`src/rtl/mem_ls_pkg.sv`:
```
// Shared types and helpers for the load/store control FSM.
// States, default opcodes and an instruction field extractor.
package mem_ls_pkg;

  typedef enum logic [3:0] {
    S_IDLE,
    S_FETCH,
    S_MAR,
    S_ST_DRV,
    S_ST_WR,
    S_LD_RD,
    S_LD_CAP,
    S_LD_WB,
    S_DONE
  } ls_state_e;

  localparam logic [3:0] LS_OP_LOAD  = 4'b0011;
  localparam logic [3:0] LS_OP_STORE = 4'b0100;

  // fw-bit field whose top bit sits at msb
  function automatic logic [31:0] ls_field(
    input logic [63:0] w,
    input int          msb,
    input int          fw
  );
    logic [63:0] m;
    m = (64'd1 << fw) - 64'd1;
    return 32'((w >> (msb - fw + 1)) & m);
  endfunction

endpackage

```
`src/rtl/mem_ls_ctrl_if.sv`:
```
// Instruction handshake and datapath strobe bundle
// between the sequencer and its surroundings.
interface mem_ls_ctrl_if #(
  parameter int IW   = 16,
  parameter int NREG = 4
);
  logic            start;
  logic [IW-1:0]   instr;
  logic            mem_ready;
  logic            pc_inc;
  logic [NREG-1:0] reg_out;
  logic [NREG-1:0] reg_in;
  logic            mar_en;
  logic            mem_en;
  logic            mem_rw;
  logic            mdr_en_read;
  logic            mdr_en_write;
  logic            mdr_out;
  logic            busy;
  logic            done;
  logic            ill;
  logic            err;

  modport master (
    output start, instr, mem_ready,
    input  pc_inc, reg_out, reg_in,
    input  mar_en, mem_en, mem_rw,
    input  mdr_en_read, mdr_en_write,
    input  mdr_out, busy, done, ill, err
  );

  modport slave (
    input  start, instr, mem_ready,
    output pc_inc, reg_out, reg_in,
    output mar_en, mem_en, mem_rw,
    output mdr_en_read, mdr_en_write,
    output mdr_out, busy, done, ill, err
  );
endinterface

```
`src/rtl/ls_reg_decode.sv`:
```
// Register field to one-hot select; valid when the
// field names an existing register.
module ls_reg_decode #(
  parameter int FW   = 6,
  parameter int NREG = 4
) (
  input  logic [FW-1:0]   field,
  input  logic            en,
  output logic [NREG-1:0] onehot,
  output logic            valid
);

  always_comb begin
    onehot = '0;
    valid  = 1'b0;
    for (int i = 0; i < NREG; i++) begin
      if (field == FW'(i)) begin
        valid     = 1'b1;
        onehot[i] = en;
      end
    end
  end

endmodule

```
`src/rtl/mem_ls_ctrl.sv`:
```
// Load/store sequencer for the bus datapath.
// Optional mem_ready timeout: define LS_TIMEOUT_EN.
module mem_ls_ctrl
  import mem_ls_pkg::*;
#(
  parameter int             IW       = 16,
  parameter int             OPW      = 4,
  parameter int             FW       = 6,
  parameter int             NREG     = 4,
  parameter logic [OPW-1:0] OP_LOAD  = LS_OP_LOAD,
  parameter logic [OPW-1:0] OP_STORE = LS_OP_STORE,
  parameter int             TIMEOUT  = 15
) (
  input logic          clk,
  input logic          rst,
  mem_ls_ctrl_if.slave bus
);

  ls_state_e       state_q, state_d;
  logic [OPW-1:0]  op;
  logic [FW-1:0]   f1, f2;
  logic [NREG-1:0] oh1, oh2;
  logic [NREG-1:0] p1_q, p2_q;
  logic            v1, v2;
  logic            ld_q, ill_q, err_q;
  logic            is_ld, is_st, legal;
  logic            idle, accept, reject;
  logic            waiting, to_hit;

  assign op = OPW'(ls_field(64'(bus.instr), IW - 1, OPW));
  assign f1 = FW'(ls_field(64'(bus.instr), IW - OPW - 1, FW));
  assign f2 = FW'(ls_field(64'(bus.instr), FW - 1, FW));

  assign idle = (state_q == S_IDLE);

  ls_reg_decode #(.FW(FW), .NREG(NREG)) u_p1 (
    .field (f1),
    .en    (idle),
    .onehot(oh1),
    .valid (v1)
  );

  ls_reg_decode #(.FW(FW), .NREG(NREG)) u_p2 (
    .field (f2),
    .en    (idle),
    .onehot(oh2),
    .valid (v2)
  );

  assign is_ld  = (op == OP_LOAD);
  assign is_st  = (op == OP_STORE);
  assign legal  = (is_ld | is_st) & v1 & v2;
  assign accept = idle & bus.start & legal;
  assign reject = idle & bus.start & ~legal;

  assign waiting = (state_q == S_ST_WR) |
                   (state_q == S_LD_RD);

`ifdef LS_TIMEOUT_EN
  localparam int TW = $clog2(TIMEOUT + 1);
  localparam logic [TW-1:0] TO_LAST = TW'(TIMEOUT - 1);

  logic [TW-1:0] cnt_q;

  // cleared in the state just before each wait state
  always_ff @(posedge clk or negedge rst) begin
    if (!rst) begin
      cnt_q <= '0;
    end else if (state_q == S_MAR ||
                 state_q == S_ST_DRV) begin
      cnt_q <= '0;
    end else if (waiting && !bus.mem_ready) begin
      cnt_q <= cnt_q + TW'(1);
    end
  end

  assign to_hit = waiting & ~bus.mem_ready &
                  (cnt_q == TO_LAST);
`else
  assign to_hit = 1'b0;
`endif

  always_ff @(posedge clk or negedge rst) begin
    if (!rst) begin
      state_q <= S_IDLE;
      ld_q    <= 1'b0;
      p1_q    <= '0;
      p2_q    <= '0;
      ill_q   <= 1'b0;
      err_q   <= 1'b0;
    end else begin
      state_q <= state_d;
      ill_q   <= reject;
      if (accept) begin
        ld_q  <= is_ld;
        p1_q  <= oh1;
        p2_q  <= oh2;
        err_q <= 1'b0;
      end else if (to_hit) begin
        err_q <= 1'b1;
      end
    end
  end

  always_comb begin
    state_d = state_q;
    unique case (state_q)
      S_IDLE:   if (accept) state_d = S_FETCH;
      S_FETCH:  state_d = S_MAR;
      S_MAR:    state_d = ld_q ? S_LD_RD : S_ST_DRV;
      S_ST_DRV: state_d = S_ST_WR;
      S_ST_WR: begin
        if (bus.mem_ready)  state_d = S_DONE;
        else if (to_hit)    state_d = S_DONE;
      end
      S_LD_RD: begin
        if (bus.mem_ready)  state_d = S_LD_CAP;
        else if (to_hit)    state_d = S_DONE;
      end
      S_LD_CAP: state_d = S_LD_WB;
      S_LD_WB:  state_d = S_DONE;
      S_DONE:   state_d = S_IDLE;
      default:  state_d = S_IDLE;
    endcase
  end

  always_comb begin
    bus.reg_out = '0;
    unique case (1'b1)
      state_q == S_FETCH,
      state_q == S_MAR:    bus.reg_out = p2_q;
      state_q == S_ST_DRV: bus.reg_out = p1_q;
      default:             bus.reg_out = '0;
    endcase
  end

  assign bus.reg_in = (state_q == S_LD_WB) ? p1_q : '0;

  assign bus.pc_inc       = (state_q == S_FETCH);
  assign bus.mar_en       = (state_q == S_MAR);
  assign bus.mdr_en_write = (state_q == S_ST_DRV);
  assign bus.mdr_en_read  = (state_q == S_LD_CAP);
  assign bus.mdr_out      = (state_q == S_LD_WB);
  assign bus.mem_rw       = (state_q == S_LD_RD) |
                            (state_q == S_LD_CAP);
  assign bus.mem_en       = bus.mem_rw |
                            (state_q == S_ST_WR);
  assign bus.busy         = ~idle;
  assign bus.done         = (state_q == S_DONE);
  assign bus.ill          = ill_q;
  assign bus.err          = bus.done & err_q;

endmodule

```
`src/flat_wrapper.sv`:
```
// flat-port wrapper written by rule: the top's interface ports become plain ports
module mem_ls_ctrl_flat import mem_ls_pkg::*;
#(
  parameter int             IW       = 16,
  parameter int             OPW      = 4,
  parameter int             FW       = 6,
  parameter int             NREG     = 4,
  parameter logic [OPW-1:0] OP_LOAD  = LS_OP_LOAD,
  parameter logic [OPW-1:0] OP_STORE = LS_OP_STORE,
  parameter int             TIMEOUT  = 15
)
  (clk, rst, bus_start, bus_instr, bus_mem_ready, bus_pc_inc, bus_reg_out, bus_reg_in, bus_mar_en, bus_mem_en, bus_mem_rw, bus_mdr_en_read, bus_mdr_en_write, bus_mdr_out, bus_busy, bus_done, bus_ill, bus_err);
  mem_ls_ctrl_if #(.IW(IW), .NREG(NREG)) bus_i ();
  input logic clk;
  input logic rst;
  input wire logic [$bits(bus_i.start)-1:0] bus_start;
  input wire logic [$bits(bus_i.instr)-1:0] bus_instr;
  input wire logic [$bits(bus_i.mem_ready)-1:0] bus_mem_ready;
  output wire logic [$bits(bus_i.pc_inc)-1:0] bus_pc_inc;
  output wire logic [$bits(bus_i.reg_out)-1:0] bus_reg_out;
  output wire logic [$bits(bus_i.reg_in)-1:0] bus_reg_in;
  output wire logic [$bits(bus_i.mar_en)-1:0] bus_mar_en;
  output wire logic [$bits(bus_i.mem_en)-1:0] bus_mem_en;
  output wire logic [$bits(bus_i.mem_rw)-1:0] bus_mem_rw;
  output wire logic [$bits(bus_i.mdr_en_read)-1:0] bus_mdr_en_read;
  output wire logic [$bits(bus_i.mdr_en_write)-1:0] bus_mdr_en_write;
  output wire logic [$bits(bus_i.mdr_out)-1:0] bus_mdr_out;
  output wire logic [$bits(bus_i.busy)-1:0] bus_busy;
  output wire logic [$bits(bus_i.done)-1:0] bus_done;
  output wire logic [$bits(bus_i.ill)-1:0] bus_ill;
  output wire logic [$bits(bus_i.err)-1:0] bus_err;
  assign bus_i.start = bus_start;
  assign bus_i.instr = bus_instr;
  assign bus_i.mem_ready = bus_mem_ready;
  assign bus_pc_inc = bus_i.pc_inc;
  assign bus_reg_out = bus_i.reg_out;
  assign bus_reg_in = bus_i.reg_in;
  assign bus_mar_en = bus_i.mar_en;
  assign bus_mem_en = bus_i.mem_en;
  assign bus_mem_rw = bus_i.mem_rw;
  assign bus_mdr_en_read = bus_i.mdr_en_read;
  assign bus_mdr_en_write = bus_i.mdr_en_write;
  assign bus_mdr_out = bus_i.mdr_out;
  assign bus_busy = bus_i.busy;
  assign bus_done = bus_i.done;
  assign bus_ill = bus_i.ill;
  assign bus_err = bus_i.err;
  mem_ls_ctrl #(.IW(IW), .OPW(OPW), .FW(FW), .NREG(NREG), .OP_LOAD(OP_LOAD), .OP_STORE(OP_STORE), .TIMEOUT(TIMEOUT)) u_core (.clk(clk), .rst(rst), .bus(bus_i));
endmodule
```
`config.mk`:
```
export PLATFORM = sky130hd
export DESIGN_NAME = mem_ls_ctrl_flat
export DESIGN_NICKNAME = d
export VERILOG_FILES = /design/src/rtl/mem_ls_pkg.sv /design/src/rtl/mem_ls_ctrl_if.sv /design/src/rtl/ls_reg_decode.sv /design/src/rtl/mem_ls_ctrl.sv /design/src/flat_wrapper.sv
export SDC_FILE = /design/constraint.sdc
export NUM_CORES = 1
export LEC_CHECK = 0
export ABC_AREA = 1
export BUFFER_PORTS_ARGS = -buffer_cell sky130_fd_sc_hd__buf_4
export CORE_MARGIN = 2
export CORE_UTILIZATION = 52
export CTS_BUF_LIST = sky130_fd_sc_hd__clkbuf_8
export DETAILED_ROUTE_END_ITERATION = 16
export PLACE_DENSITY_LB_ADDON = 0.12
export SYNTH_ARGS = -nofsm -noshare
export SYNTH_HDL_FRONTEND = slang
export SYNTH_SLANG_ARGS = --single-unit
```
`constraint.sdc`:
```
create_clock -name clk -period 1.9 [get_ports clk]
set_input_delay 0.285 -clock clk [delete_from_list [all_inputs] [get_ports clk]]
set_output_delay 0.285 -clock clk [all_outputs]
set_load 0.02 [all_outputs]
```
==> results of run 1 <==
==> metal layers <==
layer | routed length (µm) | track usage, % | up-vias
li1 | - | - | 501
met1 | 918 | 30.4 | 452
met2 | 1210 | 41.4 | 54
met3 | 211 | 6.67 | 7
met4 | 48 | 10.3 | 0
met5 | 0 | 0 | -
==> power by group through the flow <==
stage	Sequential [mW]	Clock (mW)	Combinational, mW
floorplan	0.348	0	0.239
global placement	0.340	0	0.362
detailed placement	0.342	0	0.374
CTS	0.338	0.295	0.388
global route	0.341	0.316	0.418
finish	0.338	0.296	0.382
==> path summary, 6_finish.rpt <==
check                               endpoint               from
max in group asynchronous     u_core.bus.ill                rst
max                           bus_reg_out[3]  u_core.state_q[3]
min reg2reg                   u_core.p1_q[2]     u_core.p1_q[2]
min                           u_core.p1_q[2]       bus_instr[7]
min in group asynchronous  u_core.state_q[1]                rst
max reg2reg                   u_core.p2_q[0]  u_core.state_q[1]
==> per-stage QoR <==
step / util [%] / power, mW / area [µm²] / cells
floorplan: - / 0.587 / 923 / 135
global placement: 71.9 / 0.702 / 1210 / 188
detailed placement: 71.9 / 0.716 / 1210 / 188
CTS: 76.1 / 1.02 / 1290 / 193
global route: 76.6 / 1.07 / 1290 / 193
finish: 76.6 / 1.02 / 1290 / 193
==> sequential cells by signal, indices dropped and copies added (netlist names) <==
register and cells:
u_core.ld_q 1, u_core.p2_q 4, u_core.p1_q 4, u_core.state_q 4
u_core.bus.ill 1
==> placed cells by master (no fill, tap or decap), drive strengths merged <==
master,count
nand2,35
buf,37
nor3,5
nor2,29
o21ai,13
dfrtp,14
nand4,2
conb,1
nand3,9
nand3b,1
dlygate4sd3,1
clkbuf,4
inv,24
a21oi,1
==> what timing repair did <==
item,CTS,global route
gates resized for setup,1,4
setup buffers,0,0
endpoints found under the hold margin,14,0
setup endpoints to repair,1,4
hold buffers,1,0
pin swaps,0,2
==> cell type report <==
class / count / area, µm²
fillers: 123 / 395
repair buffers: 38 / 288
multi-input cells: 96 / 489
clock buffers: 4 / 55.1
flip-flops and latches: 14 / 350
inverters: 24 / 90.1
well taps: 17 / 21.3
==> cell families (layout without fill, tap and decap cells) <==
logic type	count (synthesis)	in the layout	synth area share [%]
other	1	1	0.406
buffers and inverters	25	66	10.6
and+or+nand+nor	81	81	43.5
AOI/OAI and AO/OA	14	14	7.59
DFF	14	14	37.9
==> worst reg2reg max path: cells and delay by family (launching register included) <==
family	cells	cell delay [ns]
buffers and inverters	1	0.08
and+or+nand+nor	6	0.86
DFF	1	0.47
==> run summary, run 1 <==
The top-area cell type share of the netlist area came out at 37.9%. Entering global routing, the biggest net connects 15 pins. Cell internal power was estimated by the tool at 0.642 mW. The die is 46.1 µm tall. The cell repeated most along the worst path is sky130_fd_sc_hd__o21ai_0. The data required time of the critical path came out at 1.62 ns. The count of maximum capacitance violations came out at 0. Setup repair after global routing could not meet its margin everywhere.

The clock latency on the worst-skew pair came out at 0.25 ns. The routed layout has 1,014 vias. The register-to-register setup slack is around 0.43 ns. In this run the power spent charging and discharging nets is 0.374 mW.

The largest total area in the synthesized netlist belongs to sky130_fd_sc_hd__dfrtp_1. When the netlist entered floorplanning its net count stood at 155. The number of clock sinks seen by CTS is 14.

The initial antenna violation count is 0. STA classifies the critical path startpoint as a flop. The global-route congestion overflow total came out at 0.

The maximum vdd drop came out at about 0.62 mV. On the worst path, the slowest cell contributes a delay of 0.41 ns. The CTS tree is done. The run finished with clean final reports. The critical path runs through a total of 6 cells.

After synthesis, flip-flops and latches occupy 37.9% of the total area. The die outline width came out at 46.1 µm. The first detailed-routing pass took 4 iterations. The initial core utilization came out at a little over half.

The post-detailed-route DRC marker count is 0. The final setup slack of the worst path came out at 0.0442 ns. The final critical-path required period is 1.86 ns. The area of the core is approximately 0.0017 mm². The endpoint kind of the worst setup timing path is a primary output.

The die covers about 0.0021 mm². The clock skew is 0.00115 ns. The share of total power consumed by net switching came out at 36.8%.

The number of placement rows came out at 15. The placer's final routability congestion estimate came out at 0.904. Of all nets on the critical path, the largest fanout is 6.

In this run the worst hold path is classified as primary input to flop. The number of top-level design ports is 39. Ranked by total cell area, the synthesized netlist is headed by sky130_fd_sc_hd__dfrtp_1, sky130_fd_sc_hd__nand2_1, sky130_fd_sc_hd__inv_1, sky130_fd_sc_hd__nor2_1, sky130_fd_sc_hd__o21ai_0. The data arrival time of the critical path is approximately 1.6 ns.

The HPWL after detailed placement is 1870 µm. The count of antenna-violating nets left after detailed routing is 0. The H-tree depth is 1. The tree is rooted in a sky130_fd_sc_hd__clkbuf_8. The critical path contains buffers and inverters numbering 2 combined. For this run, the post-layout net count is 197. After clock tree synthesis, the clock-pin slew on the worst setup and hold paths is 0.06 ns.

The count of input and output buffers is 37. The setup path with the least slack is of type flop to primary output. The number of failing hold endpoints at the final stage is 0. The count of endpoints failing setup in the final report is 0.

The iteration-0 DRC count of the detailed router is 35. The ratio of cells with drive above 1 in the final layout is 31.8%. The number of flops mapped to enable cells by yosys came out at 0. The antenna diode count came out at 0.

For this run, the leading register cell type out of synthesis is sky130_fd_sc_hd__dfrtp_1. The sequential fraction of design power came out at 33.3%. The async set or reset register ratio after synthesis is 100%. The final wirelength came out at 2390 µm. The upper clock frequency limit is 539 MHz.

Broken down by cell family, the worst path's largest delay share belongs to flip-flops. The cell depth of the worst min-delay path is 3. In the synthesized netlist, the cells that appear most often are sky130_fd_sc_hd__nand2_1, sky130_fd_sc_hd__inv_1, sky130_fd_sc_hd__nor2_1. The clock network burns 29.2% of the power. The CTS buffer count came out at 3. The number of cells produced by synthesis came out at ~140.

Dividing the final minimum period by the clock period gives about 98%. The average wire per cell in the routed design came out at 12.4 µm. Walking the worst path, the cells encountered are inv_2 > nand2_2 > nor3_4 > o21ai_0 > o21ai_0 > buf_4. Final hold analysis gives a worst-case slack of 0.269 ns.

A synthesized cell averages around 6.8 µm². The first-pass GRT wire length came out at 3780 µm. The count of state elements after synthesis is 14. The most common cell in the synthesized netlist is sky130_fd_sc_hd__nand2_1. The power density normalized to cell area is approximately 790 mW/mm². The total global routing track utilization came out at about 25%. The layout overhead on the synthesized area is 40.1%. After synthesis the cells add up to 923 µm².

The total negative setup slack is 0 ns. The number of max-slew violations in the final report came out at 0. The setup slack after placement came out at between 0.3 and 0.4 ns. The slowest stage of the critical path belongs to the cell sky130_fd_sc_hd__dfrtp_1. The deepest clock path buffer count came out at 2.

The via count of the first global-routing pass is 911. The routed via count divided by cell count came out at 5.25. For this run, the number of Yosys warnings is 0. The post-synthesis cell type count is 21. The cell leakage power is around 0.73 nW. The cell count of the worst reg-to-reg path is 7. In this run, the combinational gates consume 37.6% of the power.
No activity file was read; power rests on OpenSTA's default activity.
==> run 2, diff against run 1 <==
CORE_UTILIZATION = 50   (was 52)
CTS_BUF_LIST = not set   (was sky130_fd_sc_hd__clkbuf_8)
SKIP_CTS_REPAIR_TIMING = 1   (was not set)
==> run 2 against run 1 <==
Non-clock buffer count rose by 1. Wire length shrank 3.4%. Die area rose by 3.7%. Critical endpoint is now bus_reg_out[2]. Combinational power grew 3%. Worst hold slack worse by 0.032 ns. Cell area grew 0.19%. Setup slack worse by 0.016 ns. Sequential cell count is the same. Core utilization is 1.5 points lower.
==> run summary, run 2 (synthesized netlist as in run 1, its figures left out) <==
The post-detailed-placement half-perimeter wirelength is 1850 µm. IR analysis of the VDD net gives a maximum drop of roughly 0.57 mV. CTS built an H-tree with a depth of 1. In the final layout, the registers with the most flip-flops are u_core.p1_q: 4 flops, u_core.p2_q: 4 flops, u_core.state_q: 4 flops. In the layout the commonest cells are sky130_fd_sc_hd__buf_4, sky130_fd_sc_hd__nand2_1, sky130_fd_sc_hd__nor2_1, sky130_fd_sc_hd__inv_1, sky130_fd_sc_hd__dfrtp_1. Between clock sinks in the finished design, the worst skew comes to 0.00292 ns.

The final design area excluding fillers is 0.00130 mm². The length of routed met3 wiring came out at 124 µm. The global-route congestion overflow total is 0. In this run the deepest clock path goes through 2 buffers. The final wirelength is between 2000 and 2500 µm.

The initial core utilization is between 50% and 60%. The count of input and output buffers is 37. The count of endpoints failing setup in the final report is 0.

The combined area of the multi-input logic cells came out at about 500 µm². The pin count of the biggest net entering global routing came out at 15. On the critical path, the stage with the largest delay is an instance of sky130_fd_sc_hd__dfrtp_1. The analysis attributes to cell leakage a power of about 0.73 nW.

The count of non-filler cells in the finished layout came out at 202. The internal power of the cells totals 0.588 mW. The upper clock frequency limit is around 530 MHz. Clock-pin slew was measured on the worst setup and hold paths at ~0.090 ns. The number of max-slew violations in the final report was 0.

0 antenna diodes ended up in the layout. The share of total power consumed by net switching is between 30% and 40%. The via count of the first global-routing pass came to 839. Summing internal, switching and leakage power gives 0.952 mW. Setup slack on the worst reg-to-reg path comes out at 0.45 ns. The number of top-level design ports is 39.

Among the stages of the critical path, the cell type that occurs most often is sky130_fd_sc_hd__o21ai_0. The total area of sequential cells came out at 352 µm². The number of nets in the layout came out at 198. The average wire per cell in the routed design is 11.4 µm. The CTS tree is done. STA classifies the critical path startpoint as a flop. The total placed instance area came out at 0.00122 mm².

STA classifies the critical path endpoint as a primary output. At the later pin of the worst-skew pair, clock insertion delay measures 0.28 ns. The placer's final routability congestion estimate came out at approximately 0.94. The die outline width is 47.0 µm. The count of TritonRoute iterations in the first routing pass came out at 4. The switching power came out at 0.364 mW.

The total negative setup slack came out at 0 ns. The data required time of the critical path is 1.62 ns. The min-delay analysis places its worst path in the category primary input to flop. The number of cells after detailed placement is between 150 and 200.

The count of maximum capacitance violations is 0. The buffering stage count on the worst path with inverters included is 2. The routed via count divided by cell count is 4.95. The met2 wire length came out at 1190 µm.

The ratio of cells with drive above 1 in the final layout is 33.3%. From synthesis to final layout, the design area changed by 40.4%. The total global routing track utilization came out at 22.8%. The final setup slack of the worst path is 0.0280 ns. The first-pass GRT wire length is around 3500 µm. The number of filler cells placed in the layout is 149. On the worst path, the slowest cell contributes a delay of about 0.43 ns. The number of clock sinks seen by CTS came out at 14.

The total routed wire length on the met1 layer came out at 948 µm. Setup repair after global routing could not meet its margin everywhere. The final critical path takes up 98.5% of the cycle. Clock tree synthesis inserted a total of 3 buffers. The critical path is of the flop to primary output type.

Walking the worst path, the cells encountered are inv_1 > nand2_2 > nor3_4 > o21ai_0 > o21ai_0 > buf_4. The data arrival time of the critical path came out at about 1.6 ns. Per report_power, the sequential group accounts for 35.7% of the total. Hold timing on the final database bottoms out at a slack of 0.237 ns. The post-detailed-route DRC marker count came out at 0. The flow ran to the end, and the final reports show no timing, DRC or antenna violations. The floorplan step set the die height to 47.0 µm. The power density normalized to cell area came out at around 730 mW/mm². The via count is approximately 1,000. Combinational logic burns about two fifths of the power. The kind of cell with the highest combined delay along the critical path is flip-flops. After the first detailed-routing iteration, the DRC count stood at 18.

The share of total power in the clock network is 22.9%. Of all nets on the critical path, the largest fanout is 5. Cells fill between 70 and 80% of the core in the end. The cell at the root of the clock tree is sky130_fd_sc_hd__clkbuf_4. The final critical-path required period came out at 1.87 ns. The die covers roughly 0.0022 mm².

In this run the top signal layer used is met4. The initial antenna violation count is 0. The number of failing hold endpoints at the final stage was 0. After floorplanning, the core was divided into 15 placement rows.

The most common library cell in the layout ignoring fill and taps is sky130_fd_sc_hd__buf_4. The count of antenna-violating nets left after detailed routing came out at 0. The setup slack after placement came out at between 0.3 and 0.4 ns. The area of the core came out at 0.00173 mm².
==> run 2: cell count changes in the layout (fill, tap and decap cells not counted), sizes merged <==
| cell | delta |
|---|---|
| buf | +1 |
==> run 2: power by group through the flow <==
stage                     Combinational [mW]  Sequential (mW)  Clock [mW]
after floorplan                        0.239            0.348           0
after global placement                 0.361            0.342           0
after detailed placement               0.370            0.343           0
after CTS                              0.371            0.338       0.217
after global routing                   0.430            0.342       0.234
final                                  0.395            0.339       0.218
==> run 2: worst min-delay path, delay by kind of cell <==
| kind | cells | cell delay (ns) |
|---|---|---|
| AND/OR/NAND/NOR | 2 | 0.11 |
| buffers and inverters | 1 | 0.09 |
==> run 2: routing by layer <==
metal,track usage (%),vias to the layer above
li1,-,502
met1,28.8,456
met2,36.4,37
met3,3.46,5
met4,13.9,0
met5,0,-
==> run 2: cell type report <==
type,instances,area share (%)
Clock buffer,4,2.80
Inverter,24,6.95
Multi-Input combinational cell,96,37.9
Sequential cell,14,27.1
Tap cell,25,2.41
Timing Repair Buffer,39,22.8
==> run 2: worst paths after layout <==
check / cells after the start / end / from
setup / recovery: 6 / bus_reg_out[2] / u_core.state_q[2]
hold / removal: 3 / u_core.p1_q[2] / bus_instr[7]
setup reg to reg: 7 / u_core.state_q[3] / u_core.state_q[1]
hold reg to reg: 2 / u_core.p1_q[0] / u_core.p1_q[0]
max in group asynchronous: 2 / u_core.state_q[1] / rst
min in group asynchronous: 2 / u_core.state_q[0] / rst
==> run 3, diff against run 2 <==
CTS_BUF_LIST = sky130_fd_sc_hd__clkbuf_8 sky130_fd_sc_hd__clkbuf_16   (was not set)
CTS_CLUSTER_SIZE = 8   (was not set)
==> run 3 against run 2 <==
Power grew 7.4%. Setup slack gained 0.024 ns. Cell area grew 1.2%. Combinational power shrank 1%. Wire length shrank 1.5%. Sequential cell count is the same. Via count grew 1.3%. Clock power grew 34%. Clock-buffer cell count is the same. Largest cell class unchanged.
==> run summary, run 3 (synthesized netlist as in run 1, its figures left out) <==
The clock-pin slew on the worst setup and hold paths is 0.06 ns. The number of failing hold endpoints at the final stage is 0. The final wirelength is 2270 µm. The largest registers in the layout are u_core.p1_q: 4 flops, u_core.p2_q: 4 flops, u_core.state_q: 4 flops. The global-route congestion overflow total came out at 0. The data required time of the critical path is 1.62 ns. TritonCTS created 3 clock buffers. The most common library cell in the layout ignoring fill and taps is sky130_fd_sc_hd__buf_4.

The library cells used most frequently in the layout, excluding fill and tap cells, are sky130_fd_sc_hd__buf_4, sky130_fd_sc_hd__nand2_1, sky130_fd_sc_hd__inv_1. The number of placement rows came out at 15. STA classifies the critical path startpoint as a flop. The power density normalized to cell area came out at 780 mW/mm². The routed via count divided by cell count is 5.01. Summing all placed instances gives a cell area of 0.00122 mm².

The beginning of the worst hold path is bus_instr[7]. The pin count of the biggest net entering global routing is 15. The post-detailed-placement half-perimeter wirelength came out at approximately 1800 µm.

The number of cells after detailed placement is roughly 200. For the worst flop-to-flop path, the logic depth is 7. The antenna diode count came out at 0. The number of clock sinks seen by CTS is 14.

The total global routing track utilization is 22.4%. The number of max-slew violations in the final report is 0. The clock arrives with 0.00157 ns of skew. The clock passes through at most 2 buffers.

Static timing analysis puts the maximum clock frequency at 541 MHz. The final critical-path required period is 1.85 ns. In this run the critical register-to-register path is launched from u_core.state_q[1].

In this run the worst path has a maximum fanout of 5. The clock latency on the worst-skew pair is 0.25 ns. The count of input and output buffers came out at 37. TritonCTS built the clock tree.

The die outline width came out at 47.0 µm. The average wire per cell in the routed design is 11.2 µm. The detail route stage leaves a number of antenna-violating nets equal to 0. The final design area excluding fillers came out at 0.00131 mm². The via count of the first global-routing pass came out at 849. Across the VDD grid, the largest voltage drop is ~0.64 mV. The worst hold path belongs to the class primary input to flop. The post-detailed-route DRC marker count is 0. The die span in y came out at roughly 47 µm. The count of non-filler cells in the finished layout came out at 202. The smallest hold slack is 0.277 ns. The first-pass GRT wire length came out at 3440 µm. The number of top-level design ports came out at 39. The core occupancy in the finished layout is 75.9%. The via count is around 1,000. Clock tree synthesis selected as its root buffer the cell sky130_fd_sc_hd__clkbuf_8. For hold timing, the worst endpoint is u_core.p1_q[2]. In the finished design, the share of the clock period the worst path needs comes to 97.3%. The placer's final routability congestion estimate came out at 0.940.

The worst setup path is captured at a primary output. The die area is 0.00221 mm². The worst setup path is of the flop to primary output kind. The initial antenna violation count came out at 0. The area of the core came out at roughly 0.0017 mm². The worst register-to-register path ends at u_core.state_q[3]. Setup violations remaining at the end of the flow were counted as 0. The initial core utilization is 53.5%. The run finished with clean final reports. The layout overhead on the synthesized area is 42.0%. The number of nets in the layout came out at 198.

The ratio of cells with drive above 1 in the final layout came out at between 30% and 40%. The cell leakage power is 0.736 nW. The cell depth of the worst min-delay path came out at 3. Across the run, the number of max-cap violations was 0. The data arrival time of the critical path is around 1.6 ns. The count of TritonRoute iterations in the first routing pass came out at 4. The iteration-0 DRC count of the detailed router is 21. The setup check on the worst reg-to-reg path leaves a slack of 0.45 ns. The H-tree depth is 1.
run 3: cell count changes in the layout (fill, tap and decap cells not counted):
cell,previous run,this run
sky130_fd_sc_hd__clkbuf_4,3,0
sky130_fd_sc_hd__clkbuf_8,1,4
sky130_fd_sc_hd__dfrtp_1,13,14
sky130_fd_sc_hd__dfrtp_2,1,0
sky130_fd_sc_hd__inv_1,22,23
sky130_fd_sc_hd__inv_2,2,1
sky130_fd_sc_hd__nand2_1,30,31
sky130_fd_sc_hd__nand2_2,4,3
sky130_fd_sc_hd__o21ai_0,10,11
sky130_fd_sc_hd__o21ai_1,3,2
run 3: layer usage:
layer / track usage [%] / share of wire [%] / vias up / routed length [µm]
met5: 0 / 0 / - / 0
met4: 13.9 / 2.7 / 0 / 61
met3: 2.31 / 5.3 / 8 / 120
met2: 36.7 / 52 / 44 / 1180
met1: 28.1 / 40 / 461 / 910
li1: - / - / 500 / -
run 3: critical path, cell delays in order, from the launching register on:
cell	delay (ns)
sky130_fd_sc_hd__dfrtp_1	0.41
sky130_fd_sc_hd__inv_1	0.12
sky130_fd_sc_hd__nand2_2	0.11
sky130_fd_sc_hd__nor3_4	0.27
sky130_fd_sc_hd__o21ai_0	0.11
sky130_fd_sc_hd__o21ai_0	0.11
sky130_fd_sc_hd__buf_4	0.18
run 3: through the flow:
stage | power (mW) | setup slack, ns | TNS (ns)
final | 1.02 | 0.0520 | 0
after global routing | 1.08 | -0.0245 | -0.0305
after CTS | 1.00 | 0.0398 | 0
after detailed placement | 0.713 | 0.311 | 0
after global placement | 0.703 | 0.384 | 0
after floorplan | 0.587 | 0.278 | 0
run 3: final cells by class:
type                       instances  area (µm²)
sequential                        14         350
timing repair buffer              39         295
clock buffer                       4        55.1
inverter                          24        90.1
fill                             143         415
tap                               25        31.3
multi-input combinational         96         489
run 3: where the power goes:
part	total (mW)	internal (mW)	switching [mW]	leakage, nW
clock network	0.292	0.184	0.109	0.0288
logic	0.391	0.154	0.237	0.519
registers	0.339	0.318	0.0212	0.188
total	1.02	0.655	0.367	0.736
run 3: how the worst max path moves through the flow:
stage / start / endpoint / depth (start not counted)
after floorplan: u_core.state_q[3] / bus_reg_in[0] / 5
after global placement: u_core.state_q[3] / bus_reg_out[0] / 6
after detailed placement: u_core.state_q[3] / bus_reg_out[2] / 6
after CTS: u_core.state_q[3] / bus_reg_out[2] / 6
after global routing: u_core.state_q[3] / bus_reg_out[3] / 6
final: u_core.state_q[3] / bus_reg_out[2] / 6
